[src/rtl/bcd_entry_encoder.sv]
`default_nettype none
// ============================================================================
//  Module   : bcd_entry_encoder
//  Purpose  : Two-digit decimal keypad entry (tens digit first, then units
//             digit) converted to a 4-bit binary value 0..15. The digits
//             entered are echoed on two 7-segment displays.
//  Revision : 1.0 - initial release
// ----------------------------------------------------------------------------
//  Ports
//    clk       in   1  system clock, rising edge
//    rst_n     in   1  synchronous active-low reset
//    digit_in  in   4  BCD digit from switches
//    enter     in   1  strobe, latches digit_in (one strobe per high cycle)
//    clear     in   1  strobe, aborts entry / clears error (beats enter)
//    bin_out   out  4  registered binary result
//    valid     out  1  one-cycle pulse marking a new bin_out
//    error     out  1  high while in the error state
//    busy      out  1  high while waiting for the units digit
//    display1  out  7  tens echo, active-high segments, bit0=A .. bit6=G
//    display2  out  7  units echo, same encoding
// ============================================================================
module bcd_entry_encoder (
  input  logic       clk,
  input  logic       rst_n,
  input  logic [3:0] digit_in,
  input  logic       enter,
  input  logic       clear,
  output logic [3:0] bin_out,
  output logic       valid,
  output logic       error,
  output logic       busy,
  output logic [6:0] display1,
  output logic [6:0] display2
);

  typedef enum logic [1:0] {
    S_TENS  = 2'd0,
    S_UNITS = 2'd1,
    S_SHOW  = 2'd2,
    S_ERR   = 2'd3
  } state_t;

  localparam logic [6:0] C_SEG_BLANK = 7'b0000000;
  localparam logic [6:0] C_SEG_DASH  = 7'b1000000;

  state_t     state_q, state_d;
  logic [3:0] tens_q,  tens_d;
  logic [3:0] units_q, units_d;
  logic [3:0] bin_q,   bin_d;
  logic       valid_q, valid_d;
  logic [6:0] disp1_q, disp1_d;
  logic [6:0] disp2_q, disp2_d;
  logic [4:0] value_w;

  // Digit to segment pattern; codes above 9 never reach a display but
  // decode to blank for completeness.
  function automatic logic [6:0] seg7(input logic [3:0] d);
    case (d)
      4'd0:    seg7 = 7'b0111111;
      4'd1:    seg7 = 7'b0000110;
      4'd2:    seg7 = 7'b1011011;
      4'd3:    seg7 = 7'b1001111;
      4'd4:    seg7 = 7'b1100110;
      4'd5:    seg7 = 7'b1101101;
      4'd6:    seg7 = 7'b1111101;
      4'd7:    seg7 = 7'b0000111;
      4'd8:    seg7 = 7'b1111111;
      4'd9:    seg7 = 7'b1101111;
      default: seg7 = C_SEG_BLANK;
    endcase
  endfunction

  // tens*10 + units as shift-and-add; 5 bits holds the worst case 1*10+9.
  assign value_w = ({1'b0, tens_q} << 3) + ({1'b0, tens_q} << 1) + {1'b0, digit_in};

  always_comb begin
    state_d = state_q;
    tens_d  = tens_q;
    units_d = units_q;
    bin_d   = bin_q;
    valid_d = 1'b0;
    disp1_d = C_SEG_BLANK;
    disp2_d = C_SEG_BLANK;

    if (clear) begin
      // clear wins over a simultaneous enter, so digit_in is not latched
      state_d = S_TENS;
      tens_d  = 4'd0;
      units_d = 4'd0;
    end else if (enter) begin
      case (state_q)
        S_TENS, S_SHOW: begin
          if (digit_in <= 4'd1) begin
            tens_d  = digit_in;
            units_d = 4'd0;
            state_d = S_UNITS;
          end else begin
            state_d = S_ERR;
          end
        end
        S_UNITS: begin
          if (digit_in > 4'd9 || value_w > 5'd15) begin
            state_d = S_ERR;
          end else begin
            units_d = digit_in;
            bin_d   = value_w[3:0];
            valid_d = 1'b1;
            state_d = S_SHOW;
          end
        end
        default: ; // S_ERR ignores enter
      endcase
    end

    // Displays are decoded from the next state so they change on the same
    // edge as the state register.
    case (state_d)
      S_UNITS: disp1_d = seg7(tens_d);
      S_SHOW: begin
        disp1_d = seg7(tens_d);
        disp2_d = seg7(units_d);
      end
      S_ERR: begin
        disp1_d = C_SEG_DASH;
        disp2_d = C_SEG_DASH;
      end
      default: ;
    endcase
  end

  always_ff @(posedge clk) begin
    if (!rst_n) begin
      state_q <= S_TENS;
      tens_q  <= 4'd0;
      units_q <= 4'd0;
      bin_q   <= 4'd0;
      valid_q <= 1'b0;
      disp1_q <= C_SEG_BLANK;
      disp2_q <= C_SEG_BLANK;
    end else begin
      state_q <= state_d;
      tens_q  <= tens_d;
      units_q <= units_d;
      bin_q   <= bin_d;
      valid_q <= valid_d;
      disp1_q <= disp1_d;
      disp2_q <= disp2_d;
    end
  end

  assign bin_out  = bin_q;
  assign valid    = valid_q;
  assign error    = (state_q == S_ERR);
  assign busy     = (state_q == S_UNITS);
  assign display1 = disp1_q;
  assign display2 = disp2_q;

endmodule
`default_nettype wire

[config.mk]
export PLATFORM = sky130hd
export DESIGN_NAME = bcd_entry_encoder
export DESIGN_NICKNAME = d
export VERILOG_FILES = /design/src/rtl/bcd_entry_encoder.sv
export SDC_FILE = /design/constraint.sdc
export NUM_CORES = 1
export LEC_CHECK = 0
export ABC_AREA = 1
export CAP_MARGIN = 10
export CELL_PAD_IN_SITES_DETAIL_PLACEMENT = 1
export CELL_PAD_IN_SITES_GLOBAL_PLACEMENT = 2
export CORE_UTILIZATION = 30
export DETAILED_ROUTE_END_ITERATION = 10
export PLACE_DENSITY_LB_ADDON = 0.1
export SLEW_MARGIN = 20
export SYNTH_ARGS = -nofsm -noshare
export SYNTH_HDL_FRONTEND = slang
export SYNTH_SLANG_ARGS = --single-unit
[constraint.sdc]
create_clock -name clk -period 3.7 [get_ports clk]
set_clock_uncertainty 0.1 [all_clocks]
set_input_delay 0.37 -clock clk [delete_from_list [all_inputs] [get_ports clk]]
set_output_delay 0.37 -clock clk [all_outputs]
set_load 0.005 [all_outputs]
==> Word-level counts from Yosys, hierarchy flattened <==
Memories as Yosys holds them, arrays and structs flattened.
Index checks and enable logic that the tools add are counted.
{ "classes": {"n_bitwise": 5, "n_reduce_logical": 5, "order_cmp": 3, "eq_ne": 6, "n_addsub": 2, "muxes": 17} }
{ "op_table": {"columns": ["operator", "count"], "rows": [
  ["2-to-1 mux 4 bit", 8],
  ["one-hot mux 7 bit (3 select lines)", 1],
  ["one-hot mux 7 bit (2 select lines)", 1],
  ["== test 2 bit, second input constant", 4],
  ["one-hot mux 4 bit (2 select lines)", 1],
  ["2-to-1 mux 2 bit", 3],
  ["adder 5 x 4 -> 5 bit", 1],
  ["adder 5 bit", 1],
  ["greater-than comparator 5 x 4 -> 1 bit, second input constant", 1],
  ["NOT 1 bit", 5],
  ["== test 2 x 1 -> 1 bit, second input constant", 2],
  ["greater-than comparator 4 bit, second input constant", 1],
  ["<= comparator 4 x 1 -> 1 bit, second input constant", 1],
  ["one-hot mux 2 bit (2 select lines)", 1],
  ["AND reduction 4 bit", 1],
  ["OR reduction 4 bit", 1],
  ["zero test 2 bit", 1],
  ["2-to-1 mux 1 bit", 2],
  ["OR reduction 2 bit", 1],
  ["logical OR 1 bit", 1]
]} }
{ "word_totals": {"rom_bits": 336, "memories": 3, "in_bits": 8, "ff_bits": 29, "output_inout_bits": 21, "elab_cells": 48} }
{ "mem_list": {"columns": ["name", "words", "width", "rd", "rd_clocked_by_memory_dff", "wr", "line_no", "rtl"], "rows": [
  ["(no name shown)", 16, 7, 1, 0, 0, "58", "case (d)"],
  ["(no name shown)", 16, 7, 1, 0, 0, "58", null],
  ["(no name shown)", 16, 7, 1, 0, 0, "58", null]
]} }

==> Logic depth before layout (Yosys ltp) <==
Gate-level depths: netlist (run 1).
{ "depth": {"word_depth": 10, "mapped_depth": 20, "ltp_nobuf": 20} }

==> Least setup slack after synthesis (run 1) <==
OpenSTA, ideal clock, no wires.
{ "synth_path": {"path_kind": "in2reg", "from": "in digit_in[3]", "to": "reg disp2_q[5] (netlist: display2[5])", "n_path_buf": 0, "path_stages": 18, "setup_slack_ns": 0.774, "t_required_ns": 3.538, "setup_time_ns": 0.062, "t_arrival_ns": 2.764, "cell_sequence": "inv_2 > fa_1 > inv_1 > fa_1 > nand2_1 > inv_1 > nor2_1 > nand2_2 > nand2_4 > nand2_4 > nand2_1 > nand3_1 > nand2_1 > inv_1 > ha_1 > nand3b_1 > and3_1 > nor2_2"} }
{ "synth_between": {"elab_chain_len": 9, "word_cells_on_any_way": 19, "classes_between": "add/sub (1); order compare (3); eq/ne (2); mux (11); reduce/logical (1); memory (1)"} }
{ "synth_lines": {"columns": ["element", "line_no", "rtl"], "rows": [
  ["from (decl)", "25", "input logic [3:0] digit_in,"],
  ["adder 5 x 4 -> 5 bit", "74", "assign value_w = ({1'b0, tens_q} << 3) + ({1'b0, tens_q} << 1) + {1'b0, digit_in};"],
  ["greater-than comparator 5 x 4 -> 1 bit", "102", "if (digit_in > 4'd9 || value_w > 5'd15) begin"],
  ["logical OR 1 bit", "102", null],
  ["2-to-1 mux 4 bit", "102", null],
  ["one-hot mux 4 bit (2 select lines) *", "91", "case (state_q)"],
  ["2-to-1 mux 4 bit *", "90", "end else if (enter) begin"],
  ["2-to-1 mux 4 bit *", "85", "if (clear) begin"],
  ["net units_d[0]", "48", "logic [3:0] units_q, units_d;"],
  ["memory read (16 x 7 bit) *", null, null],
  ["one-hot mux 7 bit (2 select lines) *", "117", "case (state_d)"],
  ["to (signal assigned)", "147", "disp2_q <= disp2_d;"],
  ["to (decl)", "52", "logic [6:0] disp2_q, disp2_d;"]
]} }
Mark *: on every way through the listed nets, which the timed path passes. The rest lies on a longest branch.
A chain may end at the register's enable or synchronous reset.

==> Worst setup path in the final report (run 1) <==
Ends and elaborated chain as after synthesis.

==> results of run 1 <==
## how the worst max path moves through the flow
stage | endpoint | start | cells past startpoint | slack [ns]
after floorplan | display2[5] | digit_in[3] | 18 | 0.77
after global placement | display2[5] | digit_in[3] | 19 | 0.06
after detailed placement | display2[5] | digit_in[3] | 19 | 0.05
after CTS | display2[5] | digit_in[3] | 19 | 0.32
after global routing | display2[5] | digit_in[3] | 19 | 0.06
final | display2[5] | digit_in[3] | 19 | 0.36
## per-layer routing
metal	vias to the layer above	share of wire	GRT usage
met5	-	0	0
met4	0	0.013	0.0500
met3	7	0.046	0.0400
met2	31	0.41	0.239
met1	640	0.53	0.210
li1	779	-	-
## cell families after synthesis
| kind of cell | Yosys count | synth area share |
|---|---|---|
| fa+ha+maj | 18 | 0.139 |
| flops | 29 | 0.336 |
| buf+inv | 40 | 0.0875 |
| simple gates | 109 | 0.343 |
| compound gates | 28 | 0.0955 |
## worst reg2reg max path: stages (launching register included)
cell and delay, ns:
dfxtp_1 0.41, inv_1 0.09, fa_1 0.48, inv_1 0.05, fa_1 0.46, nand2_1 0.11, inv_1 0.05, nor2_1 0.10
nand2_2 0.07, nand2_4 0.09, nand2_4 0.08, nand2_1 0.07, nand3_1 0.10, nand2_4 0.14, inv_2 0.06, ha_1 0.17
nand3b_1 0.17, and3_1 0.20, nor2_2 0.07
## area by class of cell
type,instances,area [um^2],share of cell area
multi-input cells,155,1000,0.452
flip-flops and latches,29,581,0.262
repair buffers,33,318,0.144
inverters,38,143,0.0645
well taps,72,90.1,0.0407
clock buffers,8,80.1,0.0362
## report_power, final
group	switching (uW)	internal, uW
logic	67.9	53.0
clock network	114	133
registers	4.56	324
total	186	510
## cells in the final DEF (no fill, tap or decap), types with 7 or more instances in the layout
cell,count
a21oi_1,15
ha_1,16
nor2_1,25
nand3_1,16
nand2_4,8
clkdlybuf4s50_1,28
inv_1,25
nand2_2,7
nand2_1,34
nor2_2,8
inv_2,12
dfxtp_1,29
## repair_timing
action | in CTS | in global routing
setup buffers | 0 | 0
resized for setup | 0 | 1
setup endpoints to repair | 0 | 1
## through the flow
stage / worst slack, ns / utilization
6_report: 0.360 / 0.399
3_3_place_gp: 0.0612 / 0.384
2_1_floorplan: 0.774 / -
3_5_place_dp: 0.0488 / 0.384
4_1_cts: 0.319 / 0.399
5_1_grt: 0.0595 / 0.399
## flip-flops by register name, summed over array words and instances, names as in the netlist
register,cells
units_q,4
valid,1
state_q,2
bin_out,4
display2,7
tens_q,4
display1,7
==> results_dict.tcl, run 1 <==
set metrics [dict create \
    run_status "finished, final reports clean" \
    report.final.slew_viol_count 0 \
    design_power_total_uw 697 \
    pin_count 29 \
    cts_buffers 5 \
    final_layout_size_suffix_gt1_frac 0.209 \
    num_antenna_cells 0 \
    post-route-drc-count 0 \
    min_delay_worst_endpoint "bin_out[3]" \
    layout_worst_path_cycle_share 0.903 \
    ctsRootBufferMaster "clkbuf_8" \
    post_dp_hpwl_um 3220 \
    max_clock_freq_mhz 299 \
    first_global_vias 1551 \
    hold_path_depth 2 \
    setup.worst_path.end_class "register" \
    critPathTopFamily "simple AND/OR/NAND/NOR gates" \
    cts.path.max_buffers 2 \
    yosysWarningCount 0 \
    crit-reg2reg-launch "tens_q[2]" \
    holdWs_ns 0.366 \
    nNetsFinal 288 \
    slowest_delay_ns 0.53 \
    grt_antenna_before_repair 0 \
    tightestPinTransition_ns 0.473 \
    core_area_um2 5540 \
    1st_iter_drt_viols 34 \
    path_common_cell "nand2_4" \
    area.growth.synth_to_final_pct 27.8 \
    syn_area_per_cell_um2 7.73 \
    vias 1457 \
    final_period_minus_worst_setup_slack_ns 3.34 \
    dieArea_um2 6080 \
    stdcell_area_um2 2210 \
    placement.io_buffers 28 \
    fillCellCount 695 \
    initial_utilization 0.312 \
    num_rows 27 \
    global_route.overflow_total 0 \
    final.setup.tns_ns 0 \
    ctsHoldBuffers 0 \
    detail-route-antenna-nets 0 \
    clkTransAtPathRegs_ns 0.06 \
    edff_count_synth 0 \
    die_wd_um 77.9 \
    place_area_um2 2130 \
    post_synth_top_area_share 0.336 \
    postSynthCellCount 224 \
    reg2reg_slack_ns 0.56 \
    synth.distinct_cells 31 \
    synth-async-reset-ratio 0 \
    nets_in_the_synthesized_netlist 250 \
    power.leakage_uw 0.00103 \
    routed_wire_length_per_instance_um 12.4 \
    stdcell_count 335 \
    tritoncts_clock_tree "done" \
    grt_max_degree 16 \
    worst_path_bufs_invs 5 \
    rr_worst_depth 18 \
    vdd.ir_drop.worst_v 0.000150 \
    numPlacedInstances 327 \
    finish_stage_setup_viols 0 \
    power_density_nw_per_um2 315 \
    post_drt_via_cell_ratio 4.35 \
    drtPass1Iterations 4 \
    synth.top_cells.by_area "dfxtp_1 (34%), ha_1 (12%), nand2_1 (7.6%)" \
    clk-insertion-delay-late_ns 0.27 \
    timing.final.hold_violations 0 \
    hp-class "reg2reg" \
    relSlewSlack 0.684 \
    cell_breakdown_of_the_critical_path "clkdlybuf4s50_1 -> inv_2 -> fa_1 -> inv_1 -> fa_1 -> nand2_1 -> inv_1 -> nor2_1 -> nand2_2 -> nand2_4 -> nand2_4 -> nand2_1 -> nand3_1 -> nand2_4 -> inv_2 -> ha_1 -> nand3b_1 -> and3_1 -> nor2_2" \
    crit_path_top_delay_cell "fa_1" \
    worstPathArrival_ns 3.45 \
    hp-start "bin_out[3]" \
    dominantRegCellSynth "dfxtp_1" \
    synth_common_cells "nand2_1 (35), dfxtp_1 (29), inv_1 (25), nor2_1 (25)" \
    max_cap_violations 0 \
    gr-usage-all-layers 0.155 \
    synth_most_common_cell "nand2_1" \
    timing.critical_path.from_type "input pin" \
    global_route_wire_length_before_repair_um 7320 \
    cts_h_tree_lvls 2 \
    rsz0062_at_grt "no" \
    critPathRequiredTime_ns 3.81 \
    proportion_of_synthesized_chip_area_in_sequential_cells 0.336 \
    drt_wl_total_um 4140 \
    fp.dieH_um 77.9 \
    finalWeightedCongestion 0.770 \
    synthDominantAreaCellType "dfxtp_1" \
    category_of_the_most_critical_setup_path "in2reg" \
    cts.sink_count 29 \
    worst_path_maximum_fanout 6 \
    mappedNetlistArea_um2 1730 \
    r2r-end "display2[5]" \
    yosys_reg_bits 29 \
]
No activity file was read; power rests on OpenSTA's default activity.
==> run 2, diff against run 1 <==
--- a/config.mk
+++ b/config.mk
@@ -10,6 +10,7 @@
 export CELL_PAD_IN_SITES_DETAIL_PLACEMENT = 1
 export CELL_PAD_IN_SITES_GLOBAL_PLACEMENT = 2
 export CORE_UTILIZATION = 30
+export CTS_CLUSTER_SIZE = 30
 export DETAILED_ROUTE_END_ITERATION = 10
 export PLACE_DENSITY_LB_ADDON = 0.1
 export SLEW_MARGIN = 20
==> results of run 2 <==
The final DEF is identical to that of run 1; final timing and power are the same.
